## config.mk

```make
export PLATFORM = sky130hd
export DESIGN_NAME = mem1p_arb2_flat
export DESIGN_NICKNAME = d
export VERILOG_FILES = /design/src/rtl/mem1p_arb2_pkg.sv /design/src/rtl/mem1p_arb2_if.sv /design/src/rtl/mem1p_arb2_rr_arb2_lock.sv /design/src/rtl/mem1p_arb2.sv /design/src/flat_wrapper.sv
export SDC_FILE = /design/constraint.sdc
export NUM_CORES = 1
export LEC_CHECK = 0
export BUFFER_PORTS_ARGS = -buffer_cell sky130_fd_sc_hd__buf_2
export CAP_MARGIN = 15
export CELL_PAD_IN_SITES_DETAIL_PLACEMENT = 0
export CELL_PAD_IN_SITES_GLOBAL_PLACEMENT = 2
export CORE_MARGIN = 2
export CORE_UTILIZATION = 12
export DETAILED_ROUTE_END_ITERATION = 16
export GPL_ROUTABILITY_DRIVEN = 0
export HOLD_SLACK_MARGIN = 0.12
export PLACE_DENSITY_LB_ADDON = 0.1
export SLEW_MARGIN = 5
export SYNTH_ARGS = -nofsm -noshare
export SYNTH_HDL_FRONTEND = slang
export SYNTH_HIERARCHICAL = 1
export SYNTH_SLANG_ARGS = --single-unit
```

## constraint.sdc

```tcl
create_clock -name clk -period 2.45 [get_ports clk]
set_input_delay 0.1225 -clock clk [delete_from_list [all_inputs] [get_ports clk]]
set_output_delay 0.1225 -clock clk [all_outputs]
set_load 0.01 [all_outputs]
```

## src/rtl/mem1p_arb2_pkg.sv

```systemverilog
// Shared types and constants for the two-requester single-port RAM arbiter.
// MEM1P_ARB_RDATA_REG_EN selects a registered read-data path (read latency 2).
package mem1p_arb2_pkg;

    typedef logic [0:0] req_idx_t;

    localparam int unsigned NREQ = 2;

`ifdef MEM1P_ARB_RDATA_REG_EN
    localparam int unsigned RD_LAT = 2;
`else
    localparam int unsigned RD_LAT = 1;
`endif

    // Address width for a given depth; a one-word RAM still gets one address bit.
    function automatic int unsigned addr_width(input int unsigned depth);
        return (depth > 1) ? $clog2(depth) : 1;
    endfunction

endpackage

```

## src/rtl/mem1p_arb2_if.sv

```systemverilog
// Bundle of requester-side and RAM-side signals for mem1p_arb2.
interface mem1p_arb2_if #(
    parameter int unsigned DEPTH = 2048,
    parameter int unsigned WIDTH = 24
) ();
    import mem1p_arb2_pkg::*;

    localparam int unsigned A = addr_width(DEPTH);

    logic             req0;
    logic             req1;
    logic             lock0;
    logic             lock1;
    logic             wnr0;
    logic             wnr1;
    logic [A-1:0]     addr0;
    logic [A-1:0]     addr1;
    logic [WIDTH-1:0] din0;
    logic [WIDTH-1:0] din1;
    logic             gnt0;
    logic             gnt1;
    logic             rvalid0;
    logic             rvalid1;
    logic [WIDTH-1:0] rdata;
    logic             m_me;
    logic             m_wnr;
    logic [A-1:0]     m_addr;
    logic [WIDTH-1:0] m_din;
    logic [WIDTH-1:0] m_dout;

    modport slave (
        input  req0, req1, lock0, lock1, wnr0, wnr1, addr0, addr1, din0, din1, m_dout,
        output gnt0, gnt1, rvalid0, rvalid1, rdata, m_me, m_wnr, m_addr, m_din
    );

    modport master (
        output req0, req1, lock0, lock1, wnr0, wnr1, addr0, addr1, din0, din1, m_dout,
        input  gnt0, gnt1, rvalid0, rvalid1, rdata, m_me, m_wnr, m_addr, m_din
    );

endinterface

```

## src/rtl/mem1p_arb2_rr_arb2_lock.sv

```systemverilog
// Two-way round-robin arbiter with grant locking; grant is combinational,
// gated by an 'armed' flop so nothing is granted in the first cycle after reset.
module rr_arb2_lock
    import mem1p_arb2_pkg::*;
(
    input  logic       clk,
    input  logic       rst_n,
    input  logic [1:0] req,
    input  logic [1:0] lock,
    output logic [1:0] gnt_c
);

    logic     armed;
    logic     owner_vld;
    req_idx_t owner;
    req_idx_t ptr;
    req_idx_t sel_c;
    logic     lock_held_c;
    logic     any_c;

    // Winner selection: held lock first, then lone requester, then pointer.
    always_comb begin
        lock_held_c = owner_vld & req[owner] & lock[owner];
        sel_c       = ptr;
        if (lock_held_c) begin
            sel_c = owner;
        end else if (req == 2'b01) begin
            sel_c = 1'b0;
        end else if (req == 2'b10) begin
            sel_c = 1'b1;
        end
        any_c        = armed & (|req);
        gnt_c        = '0;
        if (any_c) begin
            gnt_c[sel_c] = 1'b1;
        end
    end

    // Pointer always moves away from the winner, so a released lock hands over.
    always_ff @(posedge clk or negedge rst_n) begin
        if (!rst_n) begin
            armed     <= 1'b0;
            ptr       <= '0;
            owner     <= '0;
            owner_vld <= 1'b0;
        end else begin
            armed <= 1'b1;
            if (any_c) begin
                ptr       <= ~sel_c;
                owner     <= sel_c;
                owner_vld <= lock[sel_c];
            end else begin
                owner_vld <= 1'b0;
            end
        end
    end

endmodule

```

## src/rtl/mem1p_arb2.sv

```systemverilog
// Two-requester arbiter/sequencer for one single-port synchronous RAM.
// Define MEM1P_ARB_RDATA_REG_EN to register rdata (read latency 2 instead of 1).
module mem1p_arb2
    import mem1p_arb2_pkg::*;
#(
    parameter int unsigned DEPTH = 2048,
    parameter int unsigned WIDTH = 24
) (
    input  logic         clk,
    input  logic         rst_n,
    mem1p_arb2_if.slave  bus
);

    localparam int unsigned A = addr_width(DEPTH);

    logic [1:0]       gnt_c;
    logic [1:0]       rd_tag_c;
    logic [A-1:0]     addr_sel_c;
    logic [WIDTH-1:0] din_sel_c;
    logic [1:0]       rv1_q;

    rr_arb2_lock u_arb (
        .clk   (clk),
        .rst_n (rst_n),
        .req   ({bus.req1,  bus.req0}),
        .lock  ({bus.lock1, bus.lock0}),
        .gnt_c (gnt_c)
    );

    assign bus.gnt0 = gnt_c[0];
    assign bus.gnt1 = gnt_c[1];

    // RAM drive follows requester 1 only when it wins; idle shows requester 0.
    assign addr_sel_c  = gnt_c[1] ? bus.addr1 : bus.addr0;
    assign din_sel_c   = gnt_c[1] ? bus.din1  : bus.din0;
    assign bus.m_me    = |gnt_c;
    assign bus.m_wnr   = gnt_c[1] ? bus.wnr1  : bus.wnr0;
    assign bus.m_addr  = addr_sel_c;
    assign bus.m_din   = din_sel_c;

    assign rd_tag_c = gnt_c & ~{bus.wnr1, bus.wnr0};

    always_ff @(posedge clk or negedge rst_n) begin
        if (!rst_n) begin
            rv1_q <= '0;
        end else begin
            rv1_q <= rd_tag_c;
        end
    end

`ifdef MEM1P_ARB_RDATA_REG_EN
    logic [1:0]       rv2_q;
    logic [WIDTH-1:0] rdata_q;

    // Capture RAM output only on the cycle it carries a read return.
    always_ff @(posedge clk or negedge rst_n) begin
        if (!rst_n) begin
            rv2_q   <= '0;
            rdata_q <= '0;
        end else begin
            rv2_q <= rv1_q;
            if (|rv1_q) begin
                rdata_q <= bus.m_dout;
            end
        end
    end

    assign bus.rvalid0 = rv2_q[0];
    assign bus.rvalid1 = rv2_q[1];
    assign bus.rdata   = rdata_q;
`else
    assign bus.rvalid0 = rv1_q[0];
    assign bus.rvalid1 = rv1_q[1];
    assign bus.rdata   = bus.m_dout;
`endif

endmodule

```

## src/flat_wrapper.sv

```systemverilog
// flat-port wrapper written by rule: the top's interface ports become plain ports
module mem1p_arb2_flat import mem1p_arb2_pkg::*;
#(
    parameter int unsigned DEPTH = 2048,
    parameter int unsigned WIDTH = 24
)
  (clk, rst_n, bus_req0, bus_req1, bus_lock0, bus_lock1, bus_wnr0, bus_wnr1, bus_addr0, bus_addr1, bus_din0, bus_din1, bus_m_dout, bus_gnt0, bus_gnt1, bus_rvalid0, bus_rvalid1, bus_rdata, bus_m_me, bus_m_wnr, bus_m_addr, bus_m_din);
  mem1p_arb2_if #(.DEPTH(DEPTH), .WIDTH(WIDTH)) bus_i ();
  input  logic clk;
  input  logic rst_n;
  input wire logic [$bits(bus_i.req0)-1:0] bus_req0;
  input wire logic [$bits(bus_i.req1)-1:0] bus_req1;
  input wire logic [$bits(bus_i.lock0)-1:0] bus_lock0;
  input wire logic [$bits(bus_i.lock1)-1:0] bus_lock1;
  input wire logic [$bits(bus_i.wnr0)-1:0] bus_wnr0;
  input wire logic [$bits(bus_i.wnr1)-1:0] bus_wnr1;
  input wire logic [$bits(bus_i.addr0)-1:0] bus_addr0;
  input wire logic [$bits(bus_i.addr1)-1:0] bus_addr1;
  input wire logic [$bits(bus_i.din0)-1:0] bus_din0;
  input wire logic [$bits(bus_i.din1)-1:0] bus_din1;
  input wire logic [$bits(bus_i.m_dout)-1:0] bus_m_dout;
  output wire logic [$bits(bus_i.gnt0)-1:0] bus_gnt0;
  output wire logic [$bits(bus_i.gnt1)-1:0] bus_gnt1;
  output wire logic [$bits(bus_i.rvalid0)-1:0] bus_rvalid0;
  output wire logic [$bits(bus_i.rvalid1)-1:0] bus_rvalid1;
  output wire logic [$bits(bus_i.rdata)-1:0] bus_rdata;
  output wire logic [$bits(bus_i.m_me)-1:0] bus_m_me;
  output wire logic [$bits(bus_i.m_wnr)-1:0] bus_m_wnr;
  output wire logic [$bits(bus_i.m_addr)-1:0] bus_m_addr;
  output wire logic [$bits(bus_i.m_din)-1:0] bus_m_din;
  assign bus_i.req0 = bus_req0;
  assign bus_i.req1 = bus_req1;
  assign bus_i.lock0 = bus_lock0;
  assign bus_i.lock1 = bus_lock1;
  assign bus_i.wnr0 = bus_wnr0;
  assign bus_i.wnr1 = bus_wnr1;
  assign bus_i.addr0 = bus_addr0;
  assign bus_i.addr1 = bus_addr1;
  assign bus_i.din0 = bus_din0;
  assign bus_i.din1 = bus_din1;
  assign bus_i.m_dout = bus_m_dout;
  assign bus_gnt0 = bus_i.gnt0;
  assign bus_gnt1 = bus_i.gnt1;
  assign bus_rvalid0 = bus_i.rvalid0;
  assign bus_rvalid1 = bus_i.rvalid1;
  assign bus_rdata = bus_i.rdata;
  assign bus_m_me = bus_i.m_me;
  assign bus_m_wnr = bus_i.m_wnr;
  assign bus_m_addr = bus_i.m_addr;
  assign bus_m_din = bus_i.m_din;
  mem1p_arb2 #(.DEPTH(DEPTH), .WIDTH(WIDTH)) u_core (.clk(clk), .rst_n(rst_n), .bus(bus_i));
endmodule
```

==> results.md, run 1 <==
* Outcome: complete, no violations
* Max-slew violations at 0
* Period utilization at 83.6%
* GRT overflow at 0
* Layout cells sized above 1 at 85.8%
* All-layer global routing usage at 6.34%
* Nets@finish at 294
* Hold_ws at 0.156 ns
* Max Cap Violations at 0
* I/O Buffers at 118
* Top-count cell post-synth: buf_4
* Synth Register Bits at 6
* N_diodes at 0
* CTS Hold Buffers Added at 3
* RSZ-0062 raised after global routing: false
* Ranking of synthesized cells by area: mux2_4 (28%), mux2_2 (21%), buf_4 (19%)
* Core area at 7770 µm²
* FF-to-FF End: u_core/rv1_q[1]
* Fmax at 488 MHz
* Largest fanout on the critical path at 19
* Wire length of the first global-routing pass at 4530 µm
* Register area share after synthesis at 15.6%
* P&R area growth vs syn at 61.6%
* Clk slew on worst S/H paths at 0.04 ns
* Largest net degree at the start of global routing at 21
* Die outline width at 93.6 µm
* Pre-CTS setup slack at 0.617 ns
* Crit path DAT at 1.93 ns
* ANT nets after route at 0
* Drt wl/cell at 10.9 µm
* DRC at 0
* Worst ir drop on vdd at 0.237 mV
* DRT iter0 DRCs at 8
* Initial Utilization at 12.4%
* Yosys warning total at 6
* TritonCTS Sinks at 6
* Initial antenna violation count at 0
* Async SR Flop Fraction at 100%
* Routed WL at 3180 µm
* Final Instance Area at 1560 µm²
* Post-Syn Nets at 194
* Worst reg2reg path startpoint: u_core/u_arb/ptr
* Root Buffer Master: clkbuf_8
* Critical Path End: bus_m_din[12]
* Minimum clock period at 2.05 ns
* Final core occ at 20.0%
* CTS tree: built
* Vias/cell at 3.54
* Final setup fails at 0
* PD cells at 397 nW/µm²
* Vias at 1035
* Worst-Margin Slew at 0.599 ns
* CP Data Required Time at 2.33 ns
* Mapped Cells at 92
* Post-synthesis cell type count at 20
* Clock Tree Buf Depth at 2
* DRT Pass-1 Iters at 3
* Worst hold path class: in -> reg
* Die Span Y at 93.6 µm
* EDFF count, synth at 0
* Vias in the first global route at 1026
* CP Capture Type: output port
* Yosys top cell by area: mux2_4
* Synthesized area at 963 µm²
* TritonCTS Buffers at 3
* Crit start category: flip-flop
* H-Tree Depth at 1
* Post-Syn Area per Cell at 10.5 µm²
* CP Launch Point: u_core/u_arb/owner_vld
* Worst Setup Path Type: reg -> out
* R2R depth at 6
* Post-CTS setup repair buffer count at 0
* Top Ports at 167
* Worst-skew pair later-pin latency at 0.22 ns
* Setup_tns at 0 ns
* Rows at 32
* Final Hold Viols at 0
* Number of gates resized after cts at 0
* Max-slew headroom at 59.6%
* Placement Cell Area at 1490 µm²
* Post-synth top area share at 28.1%
* R2R Setup Slk at 1.00 ns
* HPWL after DPL at 2820 µm
* Most frequently used flop master after synthesis: dfrtp_1
* Clock Skew at 0.00441 ns
* Die area at 8760 µm²
* Most frequent cells after synthesis: buf_4 (24), mux2_2 (18), mux2_4 (18)
* LEAKAGE at 0.843 nW
* Setup WS post-layout at 0.402 ns
==> cell type report <==
class                           count  area, µm²
Multi-Input combinational cell     58        602
Fill cell                         877       6210
Timing Repair Buffer              123        636
Clock buffer                        3       41.3
Sequential cell                     6        150
Tap cell                          102        128
==> layout by cell type, fill, tap and decap left out, drive strengths merged <==
cell,count
o21ai,2
dlygate4sd3,3
mux2i,1
nor2b,2
o21a,1
dfrtp,6
nor3,1
o21bai,1
or2,1
buf,120
clkbuf,3
conb,1
a21oi,1
nand2,4
and2,1
a21o,1
mux2,36
nor2,5
==> worst max-delay path: stages, from the launching register on <==
cell and delay (ns):
dfrtp_1 0.36, and2_1 0.13, o21ai_1 0.19, nor2_1 0.13, nor2_4 0.09, buf_4 0.32
mux2_4 0.33, buf_2 0.14
==> sequential cells by signal, indices dropped and copies added, names as in the netlist <==
name and count:
u_core/rv1_q 2, u_core/u_arb/armed 1, u_core/u_arb/owner 1, u_core/u_arb/owner_vld 1
u_core/u_arb/ptr 1
==> how the worst min path moves through the flow <==
stage | from | end | slack [ns] | depth (start not counted)
final | bus_lock0 | u_core/u_arb/owner_vld | 0.16 | 3
after global routing | bus_lock1 | u_core/u_arb/owner_vld | 0.18 | 3
after CTS | bus_lock0 | u_core/u_arb/owner_vld | 0.16 | 3
after detailed placement | rst_n | u_core/u_arb/owner | -0.04 | 1
after global placement | rst_n | u_core/u_arb/owner | -0.05 | 1
after floorplan | rst_n | u_core/rv1_q[0] | -0.17 | 0
==> metrics by stage <==
stage,instances,power (W)
after floorplan,92,0.000374
after global placement,286,0.000479
after detailed placement,286,0.000477
after CTS,292,0.000631
after global routing,292,0.000670
final,292,0.000618
==> per-layer routing <==
metal	up-vias	routed length [µm]	global-route usage (%)
met1	432	978	5.90
met5	-	0	0
met2	114	1560	12.8
met4	0	2	1.57
li1	487	-	-
met3	2	637	2.34
==> power breakdown <==
part / total [W] / switching, W / internal (W)
Sequential: 0.000119 / 0.00000723 / 0.000112
Combinational: 0.000353 / 0.000149 / 0.000204
Clock: 0.000146 / 0.0000406 / 0.000105
Total: 0.000618 / 0.000197 / 0.000421
==> cells by family (layout without fill, tap and decap cells) <==
logic type      count (synthesis)  in the layout  share of synthesized area, %
other cells                     1              1                         0.389
flops                           6              6                          15.6
buf+inv                        28            126                          22.7
compound gates                  6              6                          4.03
mux                            37             37                          50.1
simple gates                   14             14                          7.14
Power figures use the tool's default switching activity.
==> inputs of run 2 (changes only) <==
--- a/config.mk
+++ b/config.mk
@@ -10,7 +10,7 @@
 export CELL_PAD_IN_SITES_DETAIL_PLACEMENT = 0
 export CELL_PAD_IN_SITES_GLOBAL_PLACEMENT = 2
 export CORE_MARGIN = 2
-export CORE_UTILIZATION = 12
+export CORE_UTILIZATION = 11
 export DETAILED_ROUTE_END_ITERATION = 16
 export GPL_ROUTABILITY_DRIVEN = 0
 export HOLD_SLACK_MARGIN = 0.12
==> constraint.sdc (replaced) <==
create_clock -name clk -period 2 [get_ports clk]
set_input_delay 0.1 -clock clk [delete_from_list [all_inputs] [get_ports clk]]
set_output_delay 0.1 -clock clk [all_outputs]
set_load 0.01 [all_outputs]
==> run 2 against run 1 <==
Final area grew 3.0%. Die area increased by 8.7%. Utilization shrank 1.4 points. Largest power group unchanged.
==> results.md, run 2 (synthesis gave the netlist of run 1 again) <==
* Worst reg2reg path startpoint: u_core/u_arb/owner_vld
* Top Ports at 167
* Post-CTS setup repair buffer count at 0
* PD cells at 483 nW/µm²
* Worst hold path class: in -> reg
* Final Hold Viols at 0
* Hold path cells at 3
* Crit path DAT at 1.81 ns
* CP Data Required Time at 1.90 ns
* Wire length of the first global-routing pass at 4980 µm
* TritonCTS Buffers at 3
* Worst ir drop on vdd at 0.125 mV
* CP top delay family: simple AND/OR/NAND/NOR gates
* Root Buffer Master: clkbuf_8
* Worst-skew pair later-pin latency at 0.21 ns
* Largest reg by FF count: u_core/rv1_q
* P&R area growth vs syn at 66.4%
* Die area at 9520 µm²
* Clock Skew at 0.000218 ns
* CTS tree: built
* Routed WL at 3280 µm
* Vias/cell at 3.45
* Crit start category: flip-flop
* Final setup fails at 0
* Initial antenna violation count at 0
* Min-delay src: bus_lock1
* Max reg flops at 2
* ANT nets after route at 0
* DRT Pass-1 Iters at 2
* Fmax at 525 MHz
* Most frequent cells in the layout: buf_2 (118), mux2_4 (18), mux2_2 (18), dfrtp_1 (6), nand2_1 (4)
* Max-slew violations at 0
* Cells after DPL at 293
* Largest net degree at the start of global routing at 21
* R2R depth at 6
* Drt wl/cell at 11.0 µm
* Initial Utilization at 11.2%
* DRT iter0 DRCs at 7
* Power, Total at 0.000774 W
* Finished Layout Cells at 299
* N_diodes at 0
* Nets@finish at 295
* Worst path bufs/invs at 2
* Clk slew on worst S/H paths at 0.03 ns
* Outcome: complete, no violations
* All-layer global routing usage at 6.21%
* CP Capture Type: output port
* Crit-path cells: and2_1 -> o21ai_2 -> nor2_2 -> nor2_4 -> buf_12 -> mux2_2 -> buf_2
* GRT overflow at 0
* Worst Setup Path Type: reg -> out
* Period utilization at 95.3%
* Vias at 1031
* Minimum clock period at 1.91 ns
* Clock Tree Buf Depth at 2
* Vias in the first global route at 1077
* Core area at 8590 µm²
* H-Tree Depth at 1
* FF-to-FF End: u_core/rv1_q[1]
* Critical Path Slowest Stage Cell: dfrtp_1
* Rows at 34
* R2R Setup Slk at 0.63 ns
* Die outline width at 97.6 µm
* Die Span Y at 97.6 µm
* Setup_tns at 0 ns
* Worst hold path endpoint: u_core/u_arb/owner_vld
* LEAKAGE at 0.857 nW
* Most common cell after layout, fill and taps aside: buf_2
* Placement Cell Area at 1530 µm²
* Critical Path Max Stage Delay at 0.36 ns
* TritonCTS Sinks at 6
* I/O Buffers at 118
* Layout cells sized above 1 at 86.9%
* Max Cap Violations at 0
* DRC at 0
* Largest fanout on the critical path at 20
* Final Instance Area at 1600 µm²
==> run 2: where the power goes <==
part | internal, W | total [W] | switching [W] | leakage [nW]
registers | 0.000137 | 0.000146 | 0.00000872 | 0.0753
clock network | 0.000129 | 0.000173 | 0.0000444 | 0.0216
logic | 0.000264 | 0.000455 | 0.000191 | 0.760
==> run 2: final cells by class <==
type / instances / area [µm²]
fill: 973 / 6990
timing repair buffer: 124 / 668
multi-input combinational: 58 / 608
sequential: 6 / 150
tap: 108 / 135
clock buffer: 3 / 41.3
==> run 2: worst max-delay path by stage <==
stage	from	cells after the start	endpoint
floorplan	u_core/u_arb/owner_vld	7	bus_m_din[10]
global placement	u_core/u_arb/owner_vld	7	bus_m_addr[10]
detailed placement	u_core/u_arb/owner_vld	7	bus_m_din[10]
global route	u_core/u_arb/owner_vld	7	bus_m_din[22]
finish	u_core/u_arb/owner_vld	7	bus_m_addr[10]
CTS	u_core/u_arb/owner_vld	7	bus_m_din[10]
==> run 2: what timing repair did <==
| action | CTS | global route |
|---|---|---|
| gates resized for setup | 0 | 2 |
| hold buffers | 3 | 0 |
| endpoints found under the hold margin | 8 | 0 |
| setup endpoints to repair | 0 | 37 |
==> run 2: tightest hold or removal path, stage by stage <==
cell and delay, ns:
buf_2 0.11, nand2_1 0.05, mux2i_1 0.06
==> run 2: per-stage QoR <==
stage | utilization (%) | setup WS [ns] | hold WS, ns
CTS | 18.6 | 0.0132 | 0.143
finish | 18.7 | 0.0943 | 0.145
detailed placement | 17.7 | 0.256 | -0.0701
global placement | 17.7 | 0.271 | -0.0672
global route | 18.7 | -0.00257 | 0.179
floorplan | - | 0.219 | -0.196
==> run 2: metal layers <==
layer | global-route usage, % | share of wire, %
met3 | 1.94 | 14
met4 | 3.21 | 2.7
met2 | 12.3 | 54
met1 | 5.52 | 29
met5 | 0 | 0
